--- src/rtl/cla_pipe_adder.sv ---
// WIDTH-bit add/subtract pipelined as one 4-bit carry-lookahead group per stage.
// Valid/ready flow control; a full output that is not taken freezes the whole pipe.
module cla_pipe_adder #(
   parameter int WIDTH = 16
) (
   input  logic             clk,
   input  logic             rst,
   input  logic             in_valid,
   output logic             in_ready,
   input  logic [WIDTH-1:0] a,
   input  logic [WIDTH-1:0] b,
   input  logic             cin,
   input  logic             sub,
   output logic             out_valid,
   input  logic             out_ready,
   output logic [WIDTH-1:0] sum,
   output logic             cout,
   output logic             ovf,
   output logic             zero
);
   localparam int NGRP = WIDTH / 4;
   localparam int LAT  = NGRP;

   // Four-bit lookahead group: returns {carry_out, sum[3:0]}.
   function automatic logic [4:0] cla4(input logic [3:0] x, input logic [3:0] y,
                                       input logic c);
      logic [3:0] g;
      logic [3:0] p;
      logic [4:0] cv;
      g     = x & y;
      p     = x ^ y;
      cv[0] = c;
      cv[1] = g[0] | (p[0] & c);
      cv[2] = g[1] | (p[1] & g[0]) | (p[1] & p[0] & c);
      cv[3] = g[2] | (p[2] & g[1]) | (p[2] & p[1] & g[0]) | (p[2] & p[1] & p[0] & c);
      cv[4] = g[3] | (p[3] & g[2]) | (p[3] & p[2] & g[1]) | (p[3] & p[2] & p[1] & g[0])
            | (p[3] & p[2] & p[1] & p[0] & c);
      return {cv[4], p ^ cv[3:0]};
   endfunction

   // r_as[k]: finished sum groups shifted in from the top, remaining A groups
   // right-justified below them. After the last stage it holds the full sum.
   logic [WIDTH-1:0] r_as [LAT];
   logic [WIDTH-1:0] r_b  [LAT];
   logic [LAT-1:0]   r_vld;
   logic [LAT-1:0]   r_cy;
   logic             r_ovf;
   logic             r_zero;

   logic [WIDTH-1:0] w_src_as [LAT];
   logic [WIDTH-1:0] w_src_b  [LAT];
   logic [WIDTH-1:0] w_nxt_as [LAT];
   logic [4:0]       w_res    [LAT];
   logic [LAT-1:0]   w_src_v;
   logic [LAT-1:0]   w_src_c;
   logic [WIDTH-1:0] w_bx;
   logic             w_c0;
   logic             w_stall;

   assign w_bx     = sub ? ~b : b;
   assign w_c0     = cin ^ sub;
   assign w_stall  = r_vld[LAT-1] & ~out_ready;
   assign in_ready = ~w_stall;

   for (genvar k = 0; k < LAT; k++) begin : g_stg
      if (k == 0) begin : g_head
         assign w_src_as[k] = a;
         assign w_src_b[k]  = w_bx;
         assign w_src_c[k]  = w_c0;
         assign w_src_v[k]  = in_valid & ~w_stall;
      end else begin : g_body
         assign w_src_as[k] = r_as[k-1];
         assign w_src_b[k]  = r_b[k-1];
         assign w_src_c[k]  = r_cy[k-1];
         assign w_src_v[k]  = r_vld[k-1];
      end
      assign w_res[k]    = cla4(w_src_as[k][3:0], w_src_b[k][3:0], w_src_c[k]);
      assign w_nxt_as[k] = (w_src_as[k] >> 4) | (WIDTH'(w_res[k][3:0]) << (WIDTH - 4));
   end

   // Data registers load only with a valid slot, so outputs keep the last
   // result (never X) while invalid slots pass through.
   always_ff @(posedge clk) begin
      if (rst) begin
         r_vld  <= '0;
         r_cy   <= '0;
         r_ovf  <= 1'b0;
         r_zero <= 1'b0;
         for (int k = 0; k < LAT; k++) begin
            r_as[k] <= '0;
            r_b[k]  <= '0;
         end
      end else if (!w_stall) begin
         r_vld <= w_src_v;
         for (int k = 0; k < LAT; k++) begin
            if (w_src_v[k]) begin
               r_as[k] <= w_nxt_as[k];
               r_b[k]  <= w_src_b[k] >> 4;
               r_cy[k] <= w_res[k][4];
            end
         end
         if (w_src_v[LAT-1]) begin
            r_ovf  <= (w_src_as[LAT-1][3] == w_src_b[LAT-1][3]) &&
                      (w_res[LAT-1][3] != w_src_as[LAT-1][3]);
            r_zero <= (w_nxt_as[LAT-1] == '0);
         end
      end
   end

   assign out_valid = r_vld[LAT-1];
   assign sum       = r_as[LAT-1];
   assign cout      = r_cy[LAT-1];
   assign ovf       = r_ovf;
   assign zero      = r_zero;
endmodule
--- config.mk ---
export PLATFORM = sky130hd
export DESIGN_NAME = cla_pipe_adder
export DESIGN_NICKNAME = d
export VERILOG_FILES = /design/src/rtl/cla_pipe_adder.sv
export SDC_FILE = /design/constraint.sdc
export NUM_CORES = 1
export LEC_CHECK = 0
export ABC_AREA = 1
export CELL_PAD_IN_SITES_DETAIL_PLACEMENT = 0
export CELL_PAD_IN_SITES_GLOBAL_PLACEMENT = 1
export CORE_UTILIZATION = 44
export DETAILED_ROUTE_END_ITERATION = 16
export GPL_ROUTABILITY_DRIVEN = 0
export GPL_TIMING_DRIVEN = 0
export PLACE_DENSITY_LB_ADDON = 0.1
export SLEW_MARGIN = 20
export SYNTH_ARGS = -nofsm -noshare
export SYNTH_HDL_FRONTEND = slang
export SYNTH_SLANG_ARGS = --single-unit
--- constraint.sdc ---
create_clock -name clk -period 2.4 [get_ports clk]
set_clock_uncertainty 0.1 [all_clocks]
set_input_delay 0.24 -clock clk [delete_from_list [all_inputs] [get_ports clk]]
set_output_delay 0.24 -clock clk [all_outputs]
set_load 0.1 [all_outputs]
==> impl_metrics.tcl, run 1 <==
set metrics [dict create \
    drcViolationCount 0 \
    synth_top_family_by_area "simple AND/OR/NAND/NOR gates" \
    fin_crit_ns 2.20 \
    critical_path.max_fanout 2 \
    netlist_instances 455 \
    finalNonFillerCells 668 \
    hold_class "primary input to flip-flop" \
    vias_per_cell 4.30 \
    syn_area_um2 4870 \
    initial_core_util_pct 45.1 \
    drive_gt1_share_pct 11.2 \
    p_leak_nw 2.40 \
    grt_setup_unrepaired "false" \
    ys_types 28 \
    rows 38 \
    area_delta_synth_final_pct 19.2 \
    worst_pin_slew_ns 0.978 \
    grt_pass1_wl_mm 11.7 \
    insertion_delay_ns 0.36 \
    cp_top_family "buffers and inverters" \
    firstDrtPassIters 4 \
    arrival_ns 1.86 \
    powerDensity_nw_per_um2 613 \
    crit_chain "clkdlybuf4s50_1" \
    yosysTopAreaCellShare_pct 54.3 \
    synth_mux_area_share_pct 0 \
    cts_max_path_buffers 2 \
    fmax_ghz 0.455 \
    max_cap_viol_count 0 \
    hold_violations 0 \
    slowest_stage "clkdlybuf4s50_1" \
    ir_worst_vdd_mv 0.241 \
    crit_required_ns 2.06 \
    final_common_cell "edfxtp_1" \
    cts_tree "done" \
    htreeDepth 3 \
    dp_hpwl_mm 5.27 \
    post-route-period-util_pct 91.5 \
    fp.dieArea_um2 11500 \
    yosys.area_share.simple_pct 19.8 \
    final_max_slew_viol_count 0 \
    reg2regPathDepth 3 \
    die_y_um 107 \
    cts_root_buffer "clkbuf_8" \
    track_usage_pct 13.4 \
    nFillCells 985 \
    core-area_um2 10800 \
    gr-total-overflow 0 \
    wire_per_inst_um 10.3 \
    status "finished clean" \
    ys_ff_latch 98 \
    vias 2872 \
    synth-seq-area-share_pct 58.4 \
    yosys.area.top_type "edfxtp_1" \
    avgSynthCellArea_um2 10.7 \
    synthAdderAreaFrac_pct 5.76 \
    final_antenna_net_count 0 \
    pre_cts_slack_ns -0.0678 \
    synth_xor_area_share_pct 3.75 \
    synth-edff-count 88 \
    setup_slack_ns 0.203 \
    drt_wl_total_mm 6.85 \
    yosys_warnings 0 \
    ys_async_sr_fraction_pct 0 \
    antenna_found_initial 0 \
    synthesis.nets 513 \
    grt_max_degree 29 \
    drt_iter0_markers 65 \
    area.sequential_um2 2840 \
    io_pins 59 \
    path_clk_slew_ns 0.09 \
    crit_path_start_kind "flip-flop" \
    multi_input_area_um2 1560 \
    hold_depth 3 \
    synth_area_leaders "edfxtp_1 (54%), inv_1 (6.7%), nor2_1 (6.2%)" \
    dp.cells 652 \
    path_class "flip-flop to primary output" \
    n_antenna_cell 0 \
    die_w_um 107 \
    hold_buffers 0 \
    critPathBufInv 1 \
    crit_path_end_kind "primary output" \
    final_nets 581 \
    synth_compound_area_share_pct 2.72 \
    layout_common_cells "edfxtp_1 (88), inv_1 (87), nor2_1 (81), clkdlybuf4s50_1 (56), nand2_1 (46)" \
    critPathMaxStageDelay_ns 1.13 \
    cp_num_cells 1 \
    ys.flop_type "edfxtp_1" \
    cts.sinks 98 \
    slew_headroom_pct 34.7 \
    cts-buffers-inserted 9 \
    setup-violations-final 0 \
    numPortBuffers 57 \
    first_global_vias 2702 \
]
[state kept, by name, indices dropped and copies added (netlist names)]
name,flops
ovf,1
r_as,64
r_b,24
r_cy,4
r_vld,4
zero,1
[metal layers]
metal | vias up | global-route usage, % | wire length (um)
met1 | 1224 | 15.3 | 3110
li1 | 1573 | - | -
met4 | 0 | 7.24 | 141
met2 | 65 | 23.2 | 3300
met5 | - | 0 | 0
met3 | 10 | 3.16 | 302
[kinds of logic after synthesis]
logic type      count (synthesis)
simple gates                  189
buf+inv                       102
flops                          98
compound gates                 26
xor+xnor                       20
fa+ha+maj                      20
[path summary, 6_finish.rpt]
kind	from	end	slack [ns]
setup / recovery	r_vld[3]$_SDFFE_PP0N_	out_valid	0.20
hold / removal	sub	r_b[0][3]$_SDFFCE_PN0P_	0.22
setup reg to reg	r_vld[3]$_SDFFE_PP0N_	r_as[1][7]$_SDFFCE_PN0P_	0.63
hold reg to reg	zero$_SDFFE_PP0P_	zero$_SDFFE_PP0P_	0.38
[cell type report]
cell class | count | share of cell area, %
Clock inverter | 4 | 0.453
Timing Repair Buffer | 57 | 9.88
Clock buffer | 12 | 2.67
Sequential cell | 98 | 49.0
Multi-Input combinational cell | 255 | 26.9
Buffer | 9 | 1.92
Inverter | 93 | 6.10
Tap cell | 140 | 3.02
[Yosys cell counts (8+ instances only)]
master and count:
a21oi_1 17, dfxtp_1 10, edfxtp_1 88, nand2_1 47, nor2_4 21, o21ai_0 8
nor2_1 81, inv_1 87, nand3_1 24, ha_1 16, xnor2_1 15
[what timing repair did]
action / 4_1_cts / 5_1_grt
gates resized for setup: 0 / 1
setup buffers: 0 / 0
endpoints found under the setup margin: 0 / 1
[metrics by stage]
step	utilization (%)	instance area (um2)	setup TNS, ns	hold slack (ns)	power (mW)
2_1_floorplan	-	4870	0	0.202	2.46
3_3_place_gp	52.0	5610	-1.76	0.361	2.62
3_5_place_dp	52.0	5610	-1.84	0.368	2.63
4_1_cts	53.7	5800	0	0.215	3.59
5_1_grt	53.7	5800	0	0.248	3.72
6_report	53.7	5800	0	0.224	3.56
[report_power, final]
part           total [mW]  internal, mW  switching (mW)
sequential           2.00          1.97          0.0353
combinational       0.577         0.211           0.366
clock               0.974         0.432           0.542
total                3.56          2.61           0.943
Power figures use the tool's default switching activity.
==> run 2, diff against run 1 <==
--- a/config.mk
+++ b/config.mk
@@ -8,6 +8,7 @@
 export ABC_AREA = 1
 export CELL_PAD_IN_SITES_DETAIL_PLACEMENT = 0
 export CELL_PAD_IN_SITES_GLOBAL_PLACEMENT = 1
+export CORE_ASPECT_RATIO = 2
 export CORE_UTILIZATION = 44
 export DETAILED_ROUTE_END_ITERATION = 16
 export GPL_ROUTABILITY_DRIVEN = 0
==> impl_metrics.tcl, run 2 (same netlist as run 1, synthesis figures left out) <==
set metrics [dict create \
    status "finished clean" \
    antenna_found_initial 0 \
    fin_crit_ns 2.36 \
    wire_per_inst_um 11.1 \
    r2r_slack_ns 0.69 \
    setup-violations-final 0 \
    ctsResizeCount 0 \
    place_area_um2 5610 \
    worst_pin_slew_ns 0.964 \
    biggestRegsByFlops "r_as (64), r_b (24)" \
    hold_buffers 0 \
    fp.dieArea_um2 11500 \
    largest_reg_flops 64 \
    fmax_ghz 0.424 \
    n_antenna_cell 0 \
    die_w_um 76.4 \
    p_seq_share_pct 48.0 \
    cts-buffers-inserted 9 \
    nFillCells 956 \
    vias_per_cell 4.55 \
    post-route-period-util_pct 98.2 \
    multi_input_area_um2 1560 \
    rows 54 \
    ir_worst_vdd_mv 0.412 \
    hold_path.startpoint "sub" \
    worstReg2RegEnd "r_b[0][17]$_SDFFCE_PN0P_" \
    hold_class "primary input to flip-flop" \
    dp_hpwl_mm 5.99 \
    clkPwrFrac_pct 38.0 \
    slew_headroom_pct 35.6 \
    power.net_switching_mw 1.02 \
    hold_violations 0 \
    max_cap_viol_count 0 \
    drt_iter0_markers 91 \
    finalNonFillerCells 668 \
    cts_tree "done" \
    powerDensity_nw_per_um2 702 \
    post_cts_buffers 0 \
    hold-path-endpoint "r_b[0][3]$_SDFFCE_PN0P_" \
    grt_max_degree 29 \
    htreeDepth 3 \
    area_delta_synth_final_pct 22.3 \
    pre_cts_slack_ns -0.0291 \
    gr-total-overflow 0 \
    insertion_delay_ns 0.34 \
    p_comb_share_pct 14.0 \
    cts_max_path_buffers 2 \
    firstDrtPassIters 4 \
    layout_common_cells "edfxtp_1 (88), inv_1 (87), nor2_1 (81), clkdlybuf4s50_1 (57), nand2_1 (46)" \
    dp.cells 652 \
    swShare_pct 24.4 \
    final_common_cell "edfxtp_1" \
    p_leak_nw 2.47 \
    hold_depth 3 \
    arrival_ns 2.02 \
    io_pins 59 \
    first_global_vias 2816 \
    cts_root_buffer "clkbuf_16" \
    cts.sinks 98 \
    drive_gt1_share_pct 11.4 \
    crit_path_end_kind "primary output" \
    crit_required_ns 2.06 \
    drcViolationCount 0 \
    setup_slack_ns 0.0422 \
    vias 3040 \
    initial_core_util_pct 45.0 \
    reg2reg_from "r_vld[3]$_SDFFE_PP0N_" \
    path_clk_slew_ns 0.07 \
    final_nets 581 \
    grt_setup_unrepaired "false" \
    final_antenna_net_count 0 \
    finalInstanceArea_um2 5950 \
    track_usage_pct 14.5 \
    reg2regPathDepth 3 \
    intPower_mw 3.16 \
    core-area_um2 10800 \
    final_max_slew_viol_count 0 \
    crit_path_start_kind "primary input" \
    drt_wl_total_mm 7.44 \
    path_class "primary input to primary output" \
    die_y_um 151 \
    holdWs_ns 0.272 \
    area.sequential_um2 2840 \
    numPortBuffers 57 \
    critical_path.max_fanout 10 \
    grt_pass1_wl_mm 12.5 \
    largest_register "r_as" \
]
-- run 2: changes by cell type in the layout (fill, tap and decap cells not counted), sizes merged --
cell / delta
clkbuf: -1
clkinv: -2
clkdlybuf4s50: +1
bufinv: +2
dlymetal6s2s: -1
inv: +1
-- run 2: through the flow --
step | setup TNS, ns | utilization [%] | power (mW)
2_1_floorplan | 0 | - | 2.46
3_3_place_gp | -0.354 | 51.9 | 2.63
3_5_place_dp | -0.780 | 51.9 | 2.64
4_1_cts | 0 | 55.1 | 4.23
5_1_grt | 0 | 55.1 | 4.34
6_report | 0 | 55.1 | 4.18
-- run 2: layer usage --
metal	GRT usage, %	vias to the layer above	wire length (um)
met5	0	-	0
met4	7.12	0	181
met3	3.33	12	226
met2	30.7	58	4590
met1	11.7	1388	2450
li1	-	1582	-
-- run 2: worst max-delay path by stage --
stage                     startpoint                       end  slack, ns  cells past startpoint
6_report                   out_ready                  in_ready       0.04                      4
5_1_grt                    out_ready                  in_ready       0.02                      4
4_1_cts                    out_ready                  in_ready       0.04                      4
3_5_place_dp                     rst  r_as[0][0]$_SDFFCE_PN0P_      -0.03                      4
3_3_place_gp                     rst  r_as[0][0]$_SDFFCE_PN0P_      -0.01                      4
2_1_floorplan  r_vld[3]$_SDFFE_PP0N_  r_as[0][0]$_SDFFCE_PN0P_       0.09                      3
-- run 2: worst max-delay path, cell delays in order --
cell,delay [ns]
clkdlybuf4s50_1,0.45
inv_1,0.06
nand2_4,0.12
clkdlybuf4s50_1,1.15
-- run 2: area by class of cell --
type	count	share of cell area, %
Timing Repair Buffer	57	9.58
Clock buffer	11	4.24
Clock inverter	5	1.43
Sequential cell	98	47.8
Tap cell	140	2.94
Multi-Input combinational cell	255	26.2
Buffer	9	1.87
Inverter	93	5.95
-- run 2: power by group through the flow --
stage | Combinational [mW] | Clock (mW) | Sequential [mW]
2_1_floorplan | 0.321 | 0 | 2.14
3_3_place_gp | 0.582 | 0 | 2.04
3_5_place_dp | 0.589 | 0 | 2.05
4_1_cts | 0.592 | 1.63 | 2.01
5_1_grt | 0.644 | 1.68 | 2.02
6_report | 0.583 | 1.59 | 2.01
==> run 3, diff against run 2 <==
==> constraint.sdc (replaced) <==
create_clock -name clk -period 2.3 [get_ports clk]
set_clock_uncertainty 0.1 [all_clocks]
set_input_delay 0.23 -clock clk [delete_from_list [all_inputs] [get_ports clk]]
set_output_delay 0.23 -clock clk [all_outputs]
set_load 0.1 [all_outputs]
==> impl_metrics.tcl, run 3 (same netlist as run 1, synthesis figures left out) <==
set metrics [dict create \
    crit_chain "clkdlybuf4s50_1" \
    fmax_ghz 0.464 \
    layout_common_cells "edfxtp_1 (88), inv_1 (87), nor2_1 (81), clkdlybuf4s50_1 (56), nand2_1 (46)" \
    io_pins 59 \
    hold_violations 0 \
    slew_headroom_pct 35.4 \
    ir_worst_vdd_mv 0.387 \
    largest_reg_flops 64 \
    grt_pass1_wl_mm 12.8 \
    drt_iter0_markers 120 \
    post-route-period-util_pct 93.7 \
    tns_ns 0 \
    fin_crit_ns 2.16 \
    critPathBufInv 1 \
    worstReg2RegEnd "r_as[1][5]$_SDFFCE_PN0P_" \
    setup-violations-final 0 \
    arrival_ns 1.83 \
    wire_per_inst_um 11.1 \
    cp_top_family "buffers and inverters" \
    vias 3045 \
    firstDrtPassIters 4 \
    crit_required_ns 1.97 \
    worst_pin_slew_ns 0.966 \
    antenna_found_initial 0 \
    crit_path_start_kind "flip-flop" \
    power_mw 4.31 \
    path_class "flip-flop to primary output" \
    r2r_slack_ns 0.57 \
    crit_start "r_vld[3]$_SDFFE_PP0N_" \
    final_nets 581 \
    track_usage_pct 14.8 \
    endpoint "out_valid" \
    grt_max_degree 29 \
    numPortBuffers 57 \
    cts_root_buffer "clkbuf_16" \
    vias_per_cell 4.56 \
    holdWs_ns 0.253 \
    first_global_vias 2975 \
    hold_class "primary input to flip-flop" \
    initial_core_util_pct 45.0 \
    hold_buffers 0 \
    max_cap_viol_count 0 \
    gr-total-overflow 0 \
    cts-buffers-inserted 9 \
    crit_path_end_kind "primary output" \
    drt_wl_total_mm 7.40 \
    biggestRegsByFlops "r_as (64), r_b (24)" \
    grt_setup_unrepaired "false" \
    status "finished clean" \
    cp_num_cells 1 \
    core-area_um2 10800 \
    drive_gt1_share_pct 11.4 \
    die_w_um 76.4 \
    critPathMaxStageDelay_ns 1.13 \
    dp_hpwl_mm 5.96 \
    area_delta_synth_final_pct 22.1 \
    final_max_slew_viol_count 0 \
    p_leak_nw 2.47 \
    slowest_stage "clkdlybuf4s50_1" \
    pre_cts_slack_ns -0.0393 \
    final_antenna_net_count 0 \
    fp.dieArea_um2 11500 \
    rows 54 \
    die_y_um 151 \
    cts_tree "done" \
    critical_path.max_fanout 2 \
    drcViolationCount 0 \
    n_antenna_cell 0 \
    largest_register "r_as" \
    reg2regPathDepth 3 \
    insertion_delay_ns 0.34 \
    reg2reg_from "r_vld[3]$_SDFFE_PP0N_" \
    finalInstanceArea_um2 5940 \
    final_common_cell "edfxtp_1" \
    cts.sinks 98 \
    path_clk_slew_ns 0.07 \
    cts_max_path_buffers 2 \
    htreeDepth 3 \
    setup_slack_ns 0.144 \
    place_area_um2 5620 \
    powerDensity_nw_per_um2 726 \
    nFillCells 975 \
]
[run 3: changes by cell type in the layout (fill, tap and decap cells not counted), sizes merged]
cell	previous run	this run
clkdlybuf4s50	57	56
dlygate4sd2	0	1
clkbuf	11	9
clkinv	1	3
[run 3: how the worst min path moves through the flow]
stage / start / to / slack, ns / cells after the start
floorplan: rst / r_vld[3]$_SDFFE_PP0N_ / 0.19 / 1
global placement: zero$_SDFFE_PP0P_ / zero$_SDFFE_PP0P_ / 0.36 / 2
detailed placement: zero$_SDFFE_PP0P_ / zero$_SDFFE_PP0P_ / 0.37 / 2
CTS: sub / r_b[0][1]$_SDFFCE_PN0P_ / 0.26 / 3
global route: sub / r_b[0][3]$_SDFFCE_PN0P_ / 0.29 / 3
finish: sub / r_b[0][11]$_SDFFCE_PN0P_ / 0.25 / 3
[run 3: cell type report]
class | count | area [um2] | share of cell area, %
sequential | 98 | 2840 | 47.9
tap | 140 | 175 | 2.95
multi-input combinational | 255 | 1560 | 26.3
buffer | 9 | 111 | 1.87
clock buffer | 9 | 225 | 3.79
clock inverter | 7 | 103 | 1.73
timing repair buffer | 57 | 569 | 9.58
inverter | 93 | 354 | 5.96
[run 3: timing repair]
item	CTS	global route
setup endpoints to repair	1	0
resized for setup	1	0
buffers inserted	0	0
[run 3: layer usage]
layer	part of all wire [%]	vias up	track usage, %
li1	-	1584	-
met2	61	73	30.4
met5	0	-	0
met4	4.2	0	10.2
met3	3.1	23	3.03
met1	32	1365	11.9
[run 3: power by group]
part | leakage (nW) | internal [mW] | switching (mW) | total, mW
clock network | 0.156 | 0.962 | 0.650 | 1.61
registers | 1.02 | 2.06 | 0.0369 | 2.09
logic | 1.29 | 0.220 | 0.388 | 0.608
total | 2.47 | 3.24 | 1.07 | 4.31
[run 3: through the flow]
stage                     utilization (%)  instances
after floorplan                         -        455
final                                55.0        668
after detailed placement             52.0        652
after global routing                 55.0        668
after CTS                            55.0        668
after global placement               52.0        652
